--- src/rtl/i2c_target_fifo.sv ---
// rtl/i2c_target_fifo.sv - I2C target with programmable address, RX FIFO and TX FIFO
//
// i2c_target_fifo: oversampled I2C target. Decodes START/repeated START/STOP,
// matches own_addr_i, pushes written words into the RX FIFO and serves read
// words from the TX FIFO (FILL_WORD when empty).
//   clk, rst            system clock (>=8x SCL), synchronous active-high reset
//   scl_i, sda_i        bus inputs; sda_oe_o = 1 pulls SDA low
//   own_addr_i          target address, sampled at each address phase
//   rx_data_o/valid/ready   RX FIFO head and pop handshake
//   tx_data_i/valid/ready   TX FIFO push handshake
//   busy_o, op_o        transfer in progress, R/W bit of addressed transfer
//   start_o, stop_o, rx_overflow_o, tx_underflow_o   one-cycle event pulses
// i2c_target_fifo_buf: circular FIFO with wrapping pointers and a count.

module i2c_target_fifo_buf #(
    parameter int WIDTH = 8,
    parameter int DEPTH = 4
) (
    input  logic             clk,
    input  logic             rst,
    input  logic             push,
    input  logic [WIDTH-1:0] push_data,
    input  logic             pop,
    output logic [WIDTH-1:0] head,
    output logic             full,
    output logic             empty
);
    localparam int PTR_W = $clog2(DEPTH);
    localparam int CNT_W = PTR_W + 1;
    localparam logic [CNT_W-1:0] FULL_CNT = CNT_W'(DEPTH);

    logic [WIDTH-1:0] mem [DEPTH];
    logic [PTR_W-1:0] wr_ptr, rd_ptr;
    logic [CNT_W-1:0] count;
    logic             do_push, do_pop;

    assign empty   = (count == '0);
    assign full    = (count == FULL_CNT);
    assign do_pop  = pop & ~empty;
    // A push into a full FIFO is accepted only when a pop frees a slot the same cycle.
    assign do_push = push & (~full | do_pop);
    assign head    = mem[rd_ptr];

    always_ff @(posedge clk) begin
        if (do_push) begin
            mem[wr_ptr] <= push_data;
        end
    end

    always_ff @(posedge clk) begin
        if (rst) begin
            wr_ptr <= '0;
            rd_ptr <= '0;
            count  <= '0;
        end else begin
            if (do_push) wr_ptr <= wr_ptr + PTR_W'(1);
            if (do_pop)  rd_ptr <= rd_ptr + PTR_W'(1);
            case ({do_push, do_pop})
                2'b10:   count <= count + CNT_W'(1);
                2'b01:   count <= count - CNT_W'(1);
                default: count <= count;
            endcase
        end
    end
endmodule

module i2c_target_fifo #(
    parameter int ADDR_WIDTH  = 7,
    parameter int DATA_WIDTH  = 8,
    parameter int RX_DEPTH    = 4,
    parameter int TX_DEPTH    = 4,
    parameter int SYNC_STAGES = 2,
    parameter logic [DATA_WIDTH-1:0] FILL_WORD = 8'hFF
) (
    input  logic                  clk,
    input  logic                  rst,
    input  logic                  scl_i,
    input  logic                  sda_i,
    output logic                  sda_oe_o,
    input  logic [ADDR_WIDTH-1:0] own_addr_i,
    output logic [DATA_WIDTH-1:0] rx_data_o,
    output logic                  rx_valid_o,
    input  logic                  rx_ready_i,
    input  logic [DATA_WIDTH-1:0] tx_data_i,
    input  logic                  tx_valid_i,
    output logic                  tx_ready_o,
    output logic                  busy_o,
    output logic                  op_o,
    output logic                  start_o,
    output logic                  stop_o,
    output logic                  rx_overflow_o,
    output logic                  tx_underflow_o
);
    localparam int SH_W  = (ADDR_WIDTH + 1 > DATA_WIDTH) ? ADDR_WIDTH + 1 : DATA_WIDTH;
    localparam int CNT_W = $clog2(SH_W + 1);
    localparam logic [CNT_W-1:0] ADDR_BITS = CNT_W'(ADDR_WIDTH + 1);
    localparam logic [CNT_W-1:0] DATA_BITS = CNT_W'(DATA_WIDTH);

    typedef enum logic [2:0] {
        IDLE, ADDR, ADDR_ACK, RX_DATA, RX_ACK, TX_DATA, TX_ACK, WAIT_STOP
    } state_t;

    // Input synchronisers plus one delay flop; preset high so reset looks like an idle bus.
    logic [SYNC_STAGES-1:0] scl_sync, sda_sync;
    logic scl_s, sda_s, scl_d, sda_d;

    always_ff @(posedge clk) begin
        if (rst) begin
            scl_sync <= '1;
            sda_sync <= '1;
            scl_d    <= 1'b1;
            sda_d    <= 1'b1;
        end else begin
            scl_sync <= {scl_sync[SYNC_STAGES-2:0], scl_i};
            sda_sync <= {sda_sync[SYNC_STAGES-2:0], sda_i};
            scl_d    <= scl_sync[SYNC_STAGES-1];
            sda_d    <= sda_sync[SYNC_STAGES-1];
        end
    end

    assign scl_s = scl_sync[SYNC_STAGES-1];
    assign sda_s = sda_sync[SYNC_STAGES-1];

    logic scl_rise, scl_fall, start_det, stop_det;
    assign scl_rise  =  scl_s & ~scl_d;
    assign scl_fall  = ~scl_s &  scl_d;
    assign start_det =  scl_s & scl_d & sda_d & ~sda_s;
    assign stop_det  =  scl_s & scl_d & ~sda_d & sda_s;

    // FIFOs
    logic                  rx_push, rx_pop, rx_full, rx_empty;
    logic                  tx_pop, tx_full, tx_empty;
    logic [DATA_WIDTH-1:0] tx_head;
    logic [SH_W-1:0]       shreg, shreg_n;

    assign rx_pop     = ~rx_empty & rx_ready_i;
    assign rx_valid_o = ~rx_empty;
    assign tx_ready_o = ~tx_full;

    i2c_target_fifo_buf #(.WIDTH(DATA_WIDTH), .DEPTH(RX_DEPTH)) u_rx_fifo (
        .clk       (clk),
        .rst       (rst),
        .push      (rx_push),
        .push_data (shreg[DATA_WIDTH-1:0]),
        .pop       (rx_pop),
        .head      (rx_data_o),
        .full      (rx_full),
        .empty     (rx_empty)
    );

    i2c_target_fifo_buf #(.WIDTH(DATA_WIDTH), .DEPTH(TX_DEPTH)) u_tx_fifo (
        .clk       (clk),
        .rst       (rst),
        .push      (tx_valid_i),
        .push_data (tx_data_i),
        .pop       (tx_pop),
        .head      (tx_head),
        .full      (tx_full),
        .empty     (tx_empty)
    );

    // Protocol FSM and datapath registers
    state_t                state, state_n;
    logic [CNT_W-1:0]      bit_cnt, bit_cnt_n;
    logic [DATA_WIDTH-1:0] tx_sh, tx_sh_n, tx_word;
    logic                  sda_oe, sda_oe_n, busy, busy_n, op, op_n, mack, mack_n;
    logic                  start_p, start_n, stop_p, stop_n, ovf_p, ovf_n, unf_p, unf_n;
    logic                  load_word;

    assign tx_word = tx_empty ? FILL_WORD : tx_head;

    always_ff @(posedge clk) begin
        if (rst) begin
            state   <= IDLE;
            bit_cnt <= '0;
            shreg   <= '0;
            tx_sh   <= '0;
            sda_oe  <= 1'b0;
            busy    <= 1'b0;
            op      <= 1'b0;
            mack    <= 1'b1;
            start_p <= 1'b0;
            stop_p  <= 1'b0;
            ovf_p   <= 1'b0;
            unf_p   <= 1'b0;
        end else begin
            state   <= state_n;
            bit_cnt <= bit_cnt_n;
            shreg   <= shreg_n;
            tx_sh   <= tx_sh_n;
            sda_oe  <= sda_oe_n;
            busy    <= busy_n;
            op      <= op_n;
            mack    <= mack_n;
            start_p <= start_n;
            stop_p  <= stop_n;
            ovf_p   <= ovf_n;
            unf_p   <= unf_n;
        end
    end

    always_comb begin
        state_n   = state;
        bit_cnt_n = bit_cnt;
        shreg_n   = shreg;
        tx_sh_n   = tx_sh;
        sda_oe_n  = sda_oe;
        busy_n    = busy;
        op_n      = op;
        mack_n    = mack;
        start_n   = 1'b0;
        stop_n    = 1'b0;
        ovf_n     = 1'b0;
        unf_n     = 1'b0;
        rx_push   = 1'b0;
        tx_pop    = 1'b0;
        load_word = 1'b0;

        if (stop_det) begin
            stop_n   = 1'b1;
            busy_n   = 1'b0;
            sda_oe_n = 1'b0;
            state_n  = IDLE;
        end else if (start_det) begin
            start_n   = 1'b1;
            busy_n    = 1'b1;
            sda_oe_n  = 1'b0;
            bit_cnt_n = '0;
            shreg_n   = '0;
            state_n   = ADDR;
        end else begin
            case (state)
                IDLE: ;
                ADDR: begin
                    if (scl_rise) begin
                        shreg_n   = {shreg[SH_W-2:0], sda_s};
                        bit_cnt_n = bit_cnt + CNT_W'(1);
                    end else if (scl_fall && bit_cnt == ADDR_BITS) begin
                        if (shreg[ADDR_WIDTH:1] == own_addr_i) begin
                            op_n     = shreg[0];
                            sda_oe_n = 1'b1;
                            state_n  = ADDR_ACK;
                        end else begin
                            state_n = WAIT_STOP;
                        end
                    end
                end
                ADDR_ACK: begin
                    if (scl_fall) begin
                        sda_oe_n = 1'b0;
                        if (op) begin
                            load_word = 1'b1;
                        end else begin
                            bit_cnt_n = '0;
                            state_n   = RX_DATA;
                        end
                    end
                end
                RX_DATA: begin
                    if (scl_rise) begin
                        shreg_n   = {shreg[SH_W-2:0], sda_s};
                        bit_cnt_n = bit_cnt + CNT_W'(1);
                    end else if (scl_fall && bit_cnt == DATA_BITS) begin
                        // A pop in this same cycle frees a slot, so the word still fits.
                        if (!rx_full || rx_pop) begin
                            rx_push  = 1'b1;
                            sda_oe_n = 1'b1;
                            state_n  = RX_ACK;
                        end else begin
                            ovf_n   = 1'b1;
                            state_n = WAIT_STOP;
                        end
                    end
                end
                RX_ACK: begin
                    if (scl_fall) begin
                        sda_oe_n  = 1'b0;
                        bit_cnt_n = '0;
                        state_n   = RX_DATA;
                    end
                end
                TX_DATA: begin
                    if (scl_rise) begin
                        bit_cnt_n = bit_cnt + CNT_W'(1);
                    end else if (scl_fall && bit_cnt != '0) begin
                        if (bit_cnt == DATA_BITS) begin
                            sda_oe_n = 1'b0;
                            state_n  = TX_ACK;
                        end else begin
                            tx_sh_n  = {tx_sh[DATA_WIDTH-2:0], 1'b0};
                            sda_oe_n = ~tx_sh[DATA_WIDTH-2];
                        end
                    end
                end
                TX_ACK: begin
                    if (scl_rise) begin
                        mack_n = sda_s;
                    end else if (scl_fall) begin
                        if (!mack) load_word = 1'b1;
                        else       state_n   = WAIT_STOP;
                    end
                end
                WAIT_STOP: ;
                default: state_n = IDLE;
            endcase
        end

        // Shared word load for the first read byte and every master-ACKed byte.
        if (load_word) begin
            tx_pop    = ~tx_empty;
            unf_n     = tx_empty;
            tx_sh_n   = tx_word;
            sda_oe_n  = ~tx_word[DATA_WIDTH-1];
            bit_cnt_n = '0;
            state_n   = TX_DATA;
        end
    end

    assign sda_oe_o       = sda_oe;
    assign busy_o         = busy;
    assign op_o           = op;
    assign start_o        = start_p;
    assign stop_o         = stop_p;
    assign rx_overflow_o  = ovf_p;
    assign tx_underflow_o = unf_p;
endmodule

--- config.mk ---
export PLATFORM = sky130hd
export DESIGN_NAME = i2c_target_fifo
export DESIGN_NICKNAME = d
export VERILOG_FILES = /design/src/rtl/i2c_target_fifo.sv
export SDC_FILE = /design/constraint.sdc
export NUM_CORES = 1
export LEC_CHECK = 0
export CAP_MARGIN = 10
export CORE_MARGIN = 8
export CORE_UTILIZATION = 40
export DETAILED_ROUTE_END_ITERATION = 6
export PLACE_DENSITY = 0.69
export SLEW_MARGIN = 20
export SYNTH_ARGS = -nofsm -noshare
export SYNTH_HDL_FRONTEND = slang
export SYNTH_SLANG_ARGS = --single-unit
--- constraint.sdc ---
create_clock -name clk -period 7.5 [get_ports clk]
set_input_delay 1.5 -clock clk [delete_from_list [all_inputs] [get_ports clk]]
set_output_delay 1.5 -clock clk [all_outputs]
set_load 0.02 [all_outputs]
==> metrics.cfg <==
[critical_path]
crit_arrival_ns=4.08
cp-start-kind=input port
r2r_end=u_tx_fifo.count[2]
crit_fanout=8
critPathKind=in2reg
ff2ff_path_depth=11
rrSetupSlack_ns=4.25
crit_required_ns=7.84
startpoint=rx_ready_i
r2r_start=state[2]
end_kind=flip-flop

[clocking]
cts_buffers=17
clock-sinks=118
cts_resized=0
cts_hold_buf=0
clk_latency_ns=0.41
htreeDepth=4
clk_path_buf_depth=2
path_clk_slew_ns=0.06
cts_tree=yes
cts_root_buffer=clkbuf_16
cts_setup_buffers=0

[global_route]
grt.overflow.total=0
track_usage_pct=12.6
grt_max_degree=51
grt_pass1_wl_microns=16200
antenna_found_initial=0
grt_pass1_vias=3297

[detailed_routing]
routed_wl_microns=9840
drc=0
firstDrtPassIters=5
vias_per_cell=5.07
drtIter0Drc=155
wl_per_cell_microns=15.6
ant_nets=0
vias=3194

[power]
p_seq_share_pct=43.4
p_sw_share_pct=24.1
p_leak_nw=2.16
clock_power_share_pct=46.6
vdd_ir_drop_max_mv=0.203
p_sw_mw=0.406
p_comb_share_pct=10.0
power.density_nw_per_um2=273
internal-power_mw=1.28

[yosys]
synth_top_area_share_pct=38.1
netlist_top_cells_area=edfxtp_1, dfxtp_1, mux4_2
synth_edf_count=64
yosysWarnings=0
syn_inst=402
syn_nets=437
async_reset_ff_share_pct=0
synth_cell_type_count=57
yosysTopAreaCell=edfxtp_1
ys_seq_elements=118
syn_avg_cell_area_sq_um=12.5
netlist_area_sq_um=5040
synth-main-ff-cell=edfxtp_1
yosysSeqAreaShare_pct=59.5

[layout]
layout_commonest_cell=edfxtp_1
nNetsFinal=480
multi_input_area_sq_um=1900
layout_common_cells=edfxtp_1, dfxtp_1, clkdlybuf4s50_1
num_antenna_cells=0
fillers=1104
syn_to_final_growth_pct=22.3
register_area_sq_um=3000
final_area_sq_um=6170
drive_gt1_share_pct=13.8

[sta]
period_minus_slack_ns=3.74
clock.fmax_mhz=268
setup_violations=0
drv_slew=0
holdWs_ns=0.422
rsz0062_at_grt=false
hold_viol=0
slew-limit-headroom_pct=47.8
fin_tns_setup_ns=0
period_share_pct=49.8
final.setup_skew_ns=0.00973
worstMarginPinSlew_ns=0.781

[die]
rows=41
dieArea_sq_um=16500
start_util_pct=40.5
die_h_microns=128
core_sq_um=12500
io_pins=38
fp.dieW_microns=128

[hold_path]
hold_path.class=reg2reg
whs_endpoint=scl_sync[1]
hold_depth=1
hp-start=scl_sync[0]

[flow_run]
max-cap-violations=0

[placement]
place_area_sq_um=5580
io_buffer_count=37
place.gp.congestion=0.872
post-dp-hpwl_microns=6720

[status]
outcome=complete, no violations

## cells by family (layout without fill, tap and decap cells)
kind of cell | Yosys count | count (layout) | share of synthesized area, %
AO/OA/AOI/OAI | 72 | 72 | 9.80
buffers and inverters | 37 | 93 | 2.88
multiplexers | 20 | 20 | 7.96
AND/OR/NAND/NOR | 122 | 122 | 12.8
flip-flops | 118 | 118 | 59.5
adder cells (fa/ha/maj) | 14 | 14 | 3.77
XOR/XNOR | 19 | 19 | 3.30
## sequential cells by signal, indices dropped and copies added, names as in the netlist, 3 cells and up, named ones only
name and cells:
bit_cnt 4, shreg 8, state 3, tx_sh 7, u_rx_fifo.count 3, u_rx_fifo.mem 32, u_tx_fifo.count 3, u_tx_fifo.mem 32
## synthesized netlist by cell type (all sizes together), types with 3 or more instances
| cell | instances |
|---|---|
| nor3 | 6 |
| xnor2 | 11 |
| o21ai | 16 |
| a21o | 8 |
| nand2b | 7 |
| nand4 | 3 |
| dfxtp | 54 |
| mux4 | 16 |
| nor2b | 4 |
| buf | 6 |
| clkbuf | 9 |
| nand2 | 21 |
| ha | 12 |
| inv | 22 |
| nor2 | 34 |
| o21a | 3 |
| mux2i | 3 |
| or3 | 4 |
| a22oi | 7 |
| edfxtp | 64 |
| nor3b | 3 |
| nand3 | 12 |
| xor2 | 8 |
| a21oi | 21 |
| or2 | 6 |
| and2 | 10 |
## per-stage QoR
stage	power [mW]	util [%]	worst slack, ns	std cells
2_1_floorplan	0.861	-	3.96	402
3_3_place_gp	0.907	44.8	3.42	598
3_5_place_dp	0.913	44.8	3.33	598
4_1_cts	1.70	49.5	3.70	630
5_1_grt	1.75	49.5	3.63	630
6_report	1.69	49.5	3.76	630
## cell type report
type	count	area share, %
Sequential cell	118	48.7
Multi-Input combinational cell	247	30.7
Tap cell	172	3.49
Clock inverter	10	1.50
Inverter	22	1.34
Clock buffer	22	8.03
Timing Repair Buffer	39	6.24
## per-layer routing
layer	GRT usage (%)	up-vias	wire length (microns)
met5	0	-	0
met4	4.55	0	53
met3	4.95	5	600
met2	20.9	92	4950
met1	14.6	1541	4240
li1	-	1556	-
## critical path, cell delays in order
cell and delay [ns]:
clkdlybuf4s50_1 0.43, or4b_1 0.52, nand2_1 0.14, nor2_1 0.14, inv_1 0.08, ha_1 0.17
inv_1 0.07, fa_1 0.42, xor2_1 0.16, or3_1 0.30, a21oi_1 0.14
## worst max-delay path by stage
| stage | depth (start not counted) | slack (ns) | endpoint |
|---|---|---|---|
| global route | 11 | 3.63 | u_rx_fifo.count[2] |
| global placement | 11 | 3.42 | u_rx_fifo.count[2] |
| finish | 11 | 3.76 | u_rx_fifo.count[2] |
| floorplan | 10 | 3.96 | u_rx_fifo.count[2] |
| CTS | 2 | 3.70 | rx_data_o[6] |
| detailed placement | 11 | 3.33 | u_rx_fifo.count[2] |
## power by group through the flow
stage	clock [mW]	sequential (mW)	combinational (mW)
after global routing	0.826	0.736	0.187
after floorplan	0	0.731	0.131
after global placement	0	0.743	0.164
final	0.785	0.733	0.168
after CTS	0.798	0.731	0.169
after detailed placement	0	0.745	0.168
Note: power is estimated with default switching activity, not from simulation.
